**src/rtl/stage2_decode_queue_pkg.sv**
```systemverilog
// Shared decode definitions: field widths, operand-use and functional-unit
// codes, immediate format codes and the queue entry layout. The format
// decoders import this package too, so codes must stay in sync with them.
package stage2_decode_queue_pkg;

    localparam int REG_WIDTH     = 5;
    localparam int IMM_WIDTH     = 16;
    localparam int IMM_OUT_WIDTH = 64;
    localparam int DQ_WIDTH      = 12;
    localparam int DQ_SHIFT      = 4;
    localparam int DEPTH         = 4;
    localparam int PTR_WIDTH     = $clog2(DEPTH);
    localparam int CNT_WIDTH     = PTR_WIDTH + 1;

    localparam logic [CNT_WIDTH-1:0] CNT_FULL    = CNT_WIDTH'(DEPTH);
    // Stall one entry early: the decoder pipeline may already hold one op.
    localparam logic [CNT_WIDTH-1:0] STALL_LEVEL = CNT_WIDTH'(DEPTH - 1);

    localparam logic SIGNED_IMM   = 1'b1;
    localparam logic UNSIGNED_IMM = 1'b0;

    typedef enum logic [1:0] {
        REG_IMM        = 2'd0,
        REG_READ       = 2'd1,
        REG_WRITE      = 2'd2,
        REG_READ_WRITE = 2'd3
    } reg_use_e;

    typedef enum logic [2:0] {
        FU_FX     = 3'd0,
        FU_FP     = 3'd1,
        FU_LDST   = 3'd2,
        FU_BRANCH = 3'd3,
        FU_TRAP   = 3'd4
    } fu_code_e;

    // One queued op; the immediate is stored already completed.
    typedef struct packed {
        logic [REG_WIDTH-1:0]     reg1;
        logic [REG_WIDTH-1:0]     reg2;
        logic [REG_WIDTH-1:0]     reg3;
        logic [1:0]               reg1_use;
        logic [1:0]               reg2_use;
        logic [1:0]               reg3_use;
        logic                     op_bit;
        logic [2:0]               fu_code;
        logic [IMM_OUT_WIDTH-1:0] imm;
    } entry_t;

    // Sign-extend a DQ displacement field to the full immediate width.
    function automatic logic [IMM_OUT_WIDTH-1:0] sign_extend_dq(
        input logic [DQ_WIDTH-1:0] field
    );
        return {{(IMM_OUT_WIDTH - DQ_WIDTH){field[DQ_WIDTH-1]}}, field};
    endfunction

    // Sign- or zero-extend a 16-bit immediate to the full width.
    function automatic logic [IMM_OUT_WIDTH-1:0] extend_imm(
        input logic [IMM_WIDTH-1:0] imm,
        input logic                 is_signed
    );
        logic fill;
        fill = is_signed & imm[IMM_WIDTH-1];
        return {{(IMM_OUT_WIDTH - IMM_WIDTH){fill}}, imm};
    endfunction

endpackage

```
**src/rtl/stage2_decode_queue_imm_completer.sv**
```systemverilog
// Immediate completion: turns the right-justified decoder immediate into the
// 64-bit value dispatch consumes. DQ fields (low 12 bits of imm_i) are
// sign-extended and scaled by 16; otherwise signed/unsigned extension applies.
module imm_completer
    import stage2_decode_queue_pkg::*;
(
    input  logic [IMM_WIDTH-1:0]     imm_i,
    input  logic                     imm_format_i,
    input  logic                     imm_is_dq_i,
    output logic [IMM_OUT_WIDTH-1:0] imm_o
);

    // Select DQ scaling or plain extension; DQ ignores the format bit.
    always_comb begin
        imm_o = '0;
        if (imm_is_dq_i) begin
            imm_o = sign_extend_dq(imm_i[DQ_WIDTH-1:0]) << DQ_SHIFT;
        end else begin
            case (imm_format_i)
                SIGNED_IMM:   imm_o = extend_imm(imm_i, 1'b1);
                UNSIGNED_IMM: imm_o = extend_imm(imm_i, 1'b0);
                default:      imm_o = '0;
            endcase
        end
    end

endmodule

```
**src/rtl/stage2_decode_queue.sv**
```systemverilog
// Stage-2 decode queue: completes immediates from the format decoders,
// buffers ops in a small FIFO and hands the head entry to dispatch through a
// valid/ready handshake. All outputs come straight from flops; the head
// register is loaded with the entry that will be at the head next cycle.
module stage2_decode_queue
    import stage2_decode_queue_pkg::*;
(
    input  logic                     clock_i,
    input  logic                     reset_i,
    input  logic                     enable_i,
    input  logic [REG_WIDTH-1:0]     reg1_i,
    input  logic [REG_WIDTH-1:0]     reg2_i,
    input  logic [REG_WIDTH-1:0]     reg3_i,
    input  logic [1:0]               reg1Use_i,
    input  logic [1:0]               reg2Use_i,
    input  logic [1:0]               reg3Use_i,
    input  logic [IMM_WIDTH-1:0]     imm_i,
    input  logic                     immFormat_i,
    input  logic                     immIsDQ_i,
    input  logic                     bit_i,
    input  logic [2:0]               functionalUnitCode_i,
    output logic                     stall_o,
    output logic                     valid_o,
    input  logic                     ready_i,
    output logic [REG_WIDTH-1:0]     reg1_o,
    output logic [REG_WIDTH-1:0]     reg2_o,
    output logic [REG_WIDTH-1:0]     reg3_o,
    output logic [1:0]               reg1Use_o,
    output logic [1:0]               reg2Use_o,
    output logic [1:0]               reg3Use_o,
    output logic                     bit_o,
    output logic [2:0]               functionalUnitCode_o,
    output logic [IMM_OUT_WIDTH-1:0] imm_o,
    output logic                     overflow_o
);

    logic [PTR_WIDTH-1:0]     rd_ptr_q, rd_ptr_d;
    logic [PTR_WIDTH-1:0]     wr_ptr_q, wr_ptr_d;
    logic [CNT_WIDTH-1:0]     count_q, count_d;
    logic                     valid_q, valid_d;
    logic                     stall_q, stall_d;
    logic                     overflow_q, overflow_d;
    entry_t                   head_q, head_d;
    entry_t                   entry_in;
    entry_t                   mem_q [DEPTH];
    logic [IMM_OUT_WIDTH-1:0] imm_full;
    logic                     full;
    logic                     pop;
    logic                     push;

    imm_completer u_imm_completer (
        .imm_i        (imm_i),
        .imm_format_i (immFormat_i),
        .imm_is_dq_i  (immIsDQ_i),
        .imm_o        (imm_full)
    );

    // Assemble the incoming op into an entry with its completed immediate.
    always_comb begin
        entry_in          = '0;
        entry_in.reg1     = reg1_i;
        entry_in.reg2     = reg2_i;
        entry_in.reg3     = reg3_i;
        entry_in.reg1_use = reg1Use_i;
        entry_in.reg2_use = reg2Use_i;
        entry_in.reg3_use = reg3Use_i;
        entry_in.op_bit   = bit_i;
        entry_in.fu_code  = functionalUnitCode_i;
        entry_in.imm      = imm_full;
    end

    // Handshake: a pop frees a slot in the same cycle, so full+pop still pushes.
    always_comb begin
        full = (count_q == CNT_FULL);
        pop  = valid_q & ready_i;
        push = enable_i & (~full | pop);
    end

    // Pointer/count update and selection of the next head entry.
    always_comb begin
        rd_ptr_d   = rd_ptr_q;
        wr_ptr_d   = wr_ptr_q;
        count_d    = count_q;
        head_d     = head_q;

        if (pop) begin
            rd_ptr_d = rd_ptr_q + PTR_WIDTH'(1);
        end
        if (push) begin
            wr_ptr_d = wr_ptr_q + PTR_WIDTH'(1);
        end

        case ({push, pop})
            2'b10:   count_d = count_q + CNT_WIDTH'(1);
            2'b01:   count_d = count_q - CNT_WIDTH'(1);
            default: count_d = count_q;
        endcase

        valid_d    = (count_d != '0);
        stall_d    = (count_d >= STALL_LEVEL);
        overflow_d = enable_i & full & ~pop;

        // The new op becomes head only when it is the sole remaining entry;
        // it is not in storage yet, so take it straight from the input.
        // With nothing left the head register keeps its last value.
        if (valid_d) begin
            if (push && (wr_ptr_q == rd_ptr_d)) begin
                head_d = entry_in;
            end else begin
                head_d = mem_q[rd_ptr_d];
            end
        end
    end

    // Control and head registers, cleared asynchronously.
    always_ff @(posedge clock_i or posedge reset_i) begin
        if (reset_i) begin
            rd_ptr_q   <= '0;
            wr_ptr_q   <= '0;
            count_q    <= '0;
            valid_q    <= 1'b0;
            stall_q    <= 1'b0;
            overflow_q <= 1'b0;
            head_q     <= '0;
        end else begin
            rd_ptr_q   <= rd_ptr_d;
            wr_ptr_q   <= wr_ptr_d;
            count_q    <= count_d;
            valid_q    <= valid_d;
            stall_q    <= stall_d;
            overflow_q <= overflow_d;
            head_q     <= head_d;
        end
    end

    // Entry storage; not reset, only entries behind valid pointers are read.
    always_ff @(posedge clock_i) begin
        if (push) begin
            mem_q[wr_ptr_q] <= entry_in;
        end
    end

    assign valid_o              = valid_q;
    assign stall_o              = stall_q;
    assign overflow_o           = overflow_q;
    assign reg1_o               = head_q.reg1;
    assign reg2_o               = head_q.reg2;
    assign reg3_o               = head_q.reg3;
    assign reg1Use_o            = head_q.reg1_use;
    assign reg2Use_o            = head_q.reg2_use;
    assign reg3Use_o            = head_q.reg3_use;
    assign bit_o                = head_q.op_bit;
    assign functionalUnitCode_o = head_q.fu_code;
    assign imm_o                = head_q.imm;

endmodule
```
**config.mk**
```make
export PLATFORM = sky130hd
export DESIGN_NAME = stage2_decode_queue
export DESIGN_NICKNAME = d
export VERILOG_FILES = /design/src/rtl/stage2_decode_queue_pkg.sv /design/src/rtl/stage2_decode_queue_imm_completer.sv /design/src/rtl/stage2_decode_queue.sv
export SDC_FILE = /design/constraint.sdc
export NUM_CORES = 1
export LEC_CHECK = 0
export CAP_MARGIN = 10
export CORE_MARGIN = 8
export CORE_UTILIZATION = 54
export CTS_BUF_LIST = sky130_fd_sc_hd__clkbuf_8
export CTS_CLUSTER_DIAMETER = 200
export CTS_CLUSTER_SIZE = 12
export DETAILED_ROUTE_END_ITERATION = 10
export PLACE_DENSITY = 0.86
export REMOVE_ABC_BUFFERS = 1
export SLEW_MARGIN = 25
export SYNTH_ARGS = -nofsm -noshare
export SYNTH_HDL_FRONTEND = slang
export SYNTH_HIERARCHICAL = 1
export SYNTH_SLANG_ARGS = --single-unit
```
**constraint.sdc**
```tcl
create_clock -name clock_i -period 3.45 [get_ports clock_i]
set_input_delay 0.345 -clock clock_i [delete_from_list [all_inputs] [get_ports clock_i]]
set_output_delay 0.345 -clock clock_i [all_outputs]
set_load 0.02 [all_outputs]
```
==> impl_metrics.toml <==
[status]
outcome = "finished, final reports clean"

[setup_path]
critical_path.endpoint = "imm_o[34]"
cp.required_ns = 3.90
critPathLaunch = "valid_o"
worstPathArrival_ns = 3.48
rr_worst_depth = 10
cp_max_fo = 53
r2r-end = "imm_o[34]"
worstSetupPathType = "flip-flop to flip-flop"
reg2reg_from = "valid_o"
start_kind = "flip-flop"
end_kind = "flip-flop"
r2r_slack_ns = 0.42

[placement]
dp.cells = 2099
gp_congestion = 0.830
port_buffers = 138
hpwlAfterDp_um = 27900
place_area_um2 = 23500

[yosys]
synthTopCellsByArea = "edfxtp_1 49%, dfrtp_1 11%, mux2_2 7.5%"
synth-edff-count = 356
netlist_area_um2 = 21900
yosys.area.top_type = "edfxtp_1"
ys.flop_type = "edfxtp_1"
ys_types = 49
postSynthAreaPerCell_um2 = 13.7
synth_seq_cells = 455
yosysSeqAreaShare_pct = 60.0
synth_top_area_share_pct = 48.7
yosysWarnings = 6
syn_inst = 1602
synth-async-reset-ratio_pct = 21.8

[cells_and_area]
area_growth_pct = 10.4
diodes = 0
stdcell_area_um2 = 24200
fin_nets = 1664
instances_no_fill = 2178
layout-drive-gt1-share_pct = 16.2

[sta]
rsz0062_at_grt = "false"
timing.fmax_mhz = 330
timing.final.crit_period_ns = 3.03
hold_viol = 0
finClkSkew_ns = 0.0343
finalSetupViolCount = 0
min_period_over_period_pct = 87.9
max_slew.worst_pin.slew_ns = 0.953
maxSlewViolCount = 0
slew_headroom_pct = 36.5

[drt]
antenna_left = 0
vias_per_cell = 6.58
num_vias = 14340
routed_wl_um = 49600
drt_pass1_iterations = 5
drc = 0
drt_iter0_drc = 1508
wire_per_inst_um = 22.8

[clocking]
clock_latency_ns = 0.59
cts_resized = 0
ctsHtreeMaxLevel = 2
post_cts_buffers = 0
cts_sinks = 455
postCtsHoldBufs = 0
clk_pin_slew_ns = 0.09
numCtsBuffers = 43
cts_max_path_buffers = 3
cts_tree = "yes"
root_buffer = "clkbuf_8"

[floorplan]
die_w_um = 218
dieHeight_um = 218
fp.coreArea_um2 = 40500
rows = 74
die_area_um2 = 47300
io_pins = 139
start_util_pct = 54.2

[global_route]
grtUsageTotal_pct = 20.5
grt_max_degree = 167
antenna_found_initial = 0
gr-total-overflow = 0
grt_pass1_vias = 14524
grt_pass1_wl_um = 78900

[power_and_ir_drop]
pwr-share-comb_pct = 49.8
pwr-share-clk_pct = 13.3
switching_power_mw = 8.52
swShare_pct = 38.2
seq_power_share_pct = 37.0
internal_power_mw = 13.8
leakage_nw = 8.57
ir_worst_vdd_mv = 0.719
p_per_area_nw_per_um2 = 920

[flow_run]
drv_cap = 0

[worst_hold_path]
hp-class = "primary input to async pin"
registers in the layout (all words and copies together) (netlist names):
name                  cells
reg1_o                    5
mem_q                   356
overflow_o                1
count_q                   3
reg2_o                    5
rd_ptr_q                  2
imm_o                    64
stall_o                   1
functionalUnitCode_o      3
valid_o                   1
reg1Use_o                 2
bit_o                     1
reg3_o                    5
reg3Use_o                 2
reg2Use_o                 2
wr_ptr_q                  2
cells in the final DEF (no fill, tap or decap), types with 2 or more instances in the layout:
cell type        Yosys  final
nor4_1              18     18
a21boi_0             3      2
o311ai_0            88     88
nand2_1             46     45
mux2i_1             88     88
and3b_1              2      2
a211oi_1            91     90
ha_1                 4      4
dfrtp_1             99     96
clkbuf_8             0     44
xnor2_1              3      3
nor2_1               2      2
mux2_2             147    147
buf_4               55     27
nor3_1               3      3
dfrtp_4              0      3
a31oi_1             20     20
clkdlybuf4s50_1      0    137
a22oi_1             88     88
and2b_2              4      4
inv_6                0      2
a311o_1             88     88
inv_1               97    129
a21oi_1              5      5
nand4b_1            89     89
and2_4               0      5
buf_12               0     18
nand2b_1             2      2
mux2_4               5      5
and2_1               7      2
o21ai_0             10     10
edfxtp_1           356    356
o31a_1               2      2
power groups by stage:
stage | combinational, mW | sequential (mW) | clock (mW)
after floorplan | 5.29 | 9.50 | 0
after global placement | 10.7 | 8.28 | 0
after detailed placement | 11.1 | 8.35 | 0
after CTS | 11.1 | 8.25 | 3.02
after global routing | 11.9 | 8.40 | 3.24
final | 11.1 | 8.24 | 2.95
worst min-delay path by stage:
stage	slack, ns	start	cells after the start	end
detailed placement	0.50	imm_o[11]	1	imm_o[11]
floorplan	0.44	functionalUnitCode_i[0]	0	mem_q[0][64]
CTS	0.37	ready_i	5	count_q[2]
global route	0.34	reset_i	2	imm_o[30]
finish	0.29	reset_i	2	imm_o[30]
global placement	0.49	reg2_o[3]	1	reg2_o[3]
worst max-delay path, cell delays in order, from the launching register on:
cell	delay (ns)
dfrtp_4	0.59
and3b_1	0.26
inv_1	0.09
fa_1	0.43
nand4bb_1	0.23
o21ai_0	0.13
a211oi_2	0.11
nor3_1	0.39
inv_4	0.09
buf_12	0.22
mux2_2	0.31
stage by stage:
step           utilization [%]  setup slack (ns)  hold slack [ns]  setup TNS, ns  total power [mW]
3_5_place_dp              58.0             0.275            0.495              0              19.4
5_1_grt                   59.9             0.281            0.337              0              23.6
4_1_cts                   59.9             0.439            0.370              0              22.4
6_report                  59.9             0.416            0.294              0              22.3
2_1_floorplan                -             -6.11            0.444       -1857.58              14.8
3_3_place_gp              58.0             0.318            0.491              0              19.0
layer usage:
| layer | global-route usage [%] | wire length [µm] | up-vias |
|---|---|---|---|
| li1 | - | - | 6395 |
| met2 | 34.9 | 25400 | 621 |
| met4 | 6.79 | 1090 | 0 |
| met5 | 0 | 0 | - |
| met1 | 26.4 | 19900 | 7240 |
| met3 | 3.55 | 3250 | 84 |
layout make-up:
class,instances,area (µm²)
clock buffer,44,606
tap,532,666
inverter,98,375
clock inverter,35,140
sequential,455,13200
fill,2963,16200
multi-input combinational,831,7310
timing repair buffer,183,1950
Yosys cell counts (all sizes together) (46+ instances only):
cell type	number
edfxtp	356
a311o	88
nand2	46
clkbuf	86
inv	98
nand4b	89
a211oi	91
mux2i	88
a22oi	88
buf	132
mux2	152
o311ai	88
dfrtp	99
cell families (layout without fill, tap and decap cells):
group / count (synthesis) / count (layout) / share of synthesized area, %
AND/OR/NAND/NOR: 181 / 181 / 5.74
multiplexers: 240 / 240 / 11.9
flip-flops: 455 / 455 / 60.0
buffers and inverters: 316 / 360 / 6.86
XOR/XNOR: 4 / 4 / 0.160
adder cells (fa/ha/maj): 5 / 5 / 0.319
AO/OA/AOI/OAI: 401 / 401 / 15.0
Note: power is estimated with default switching activity, not from simulation.
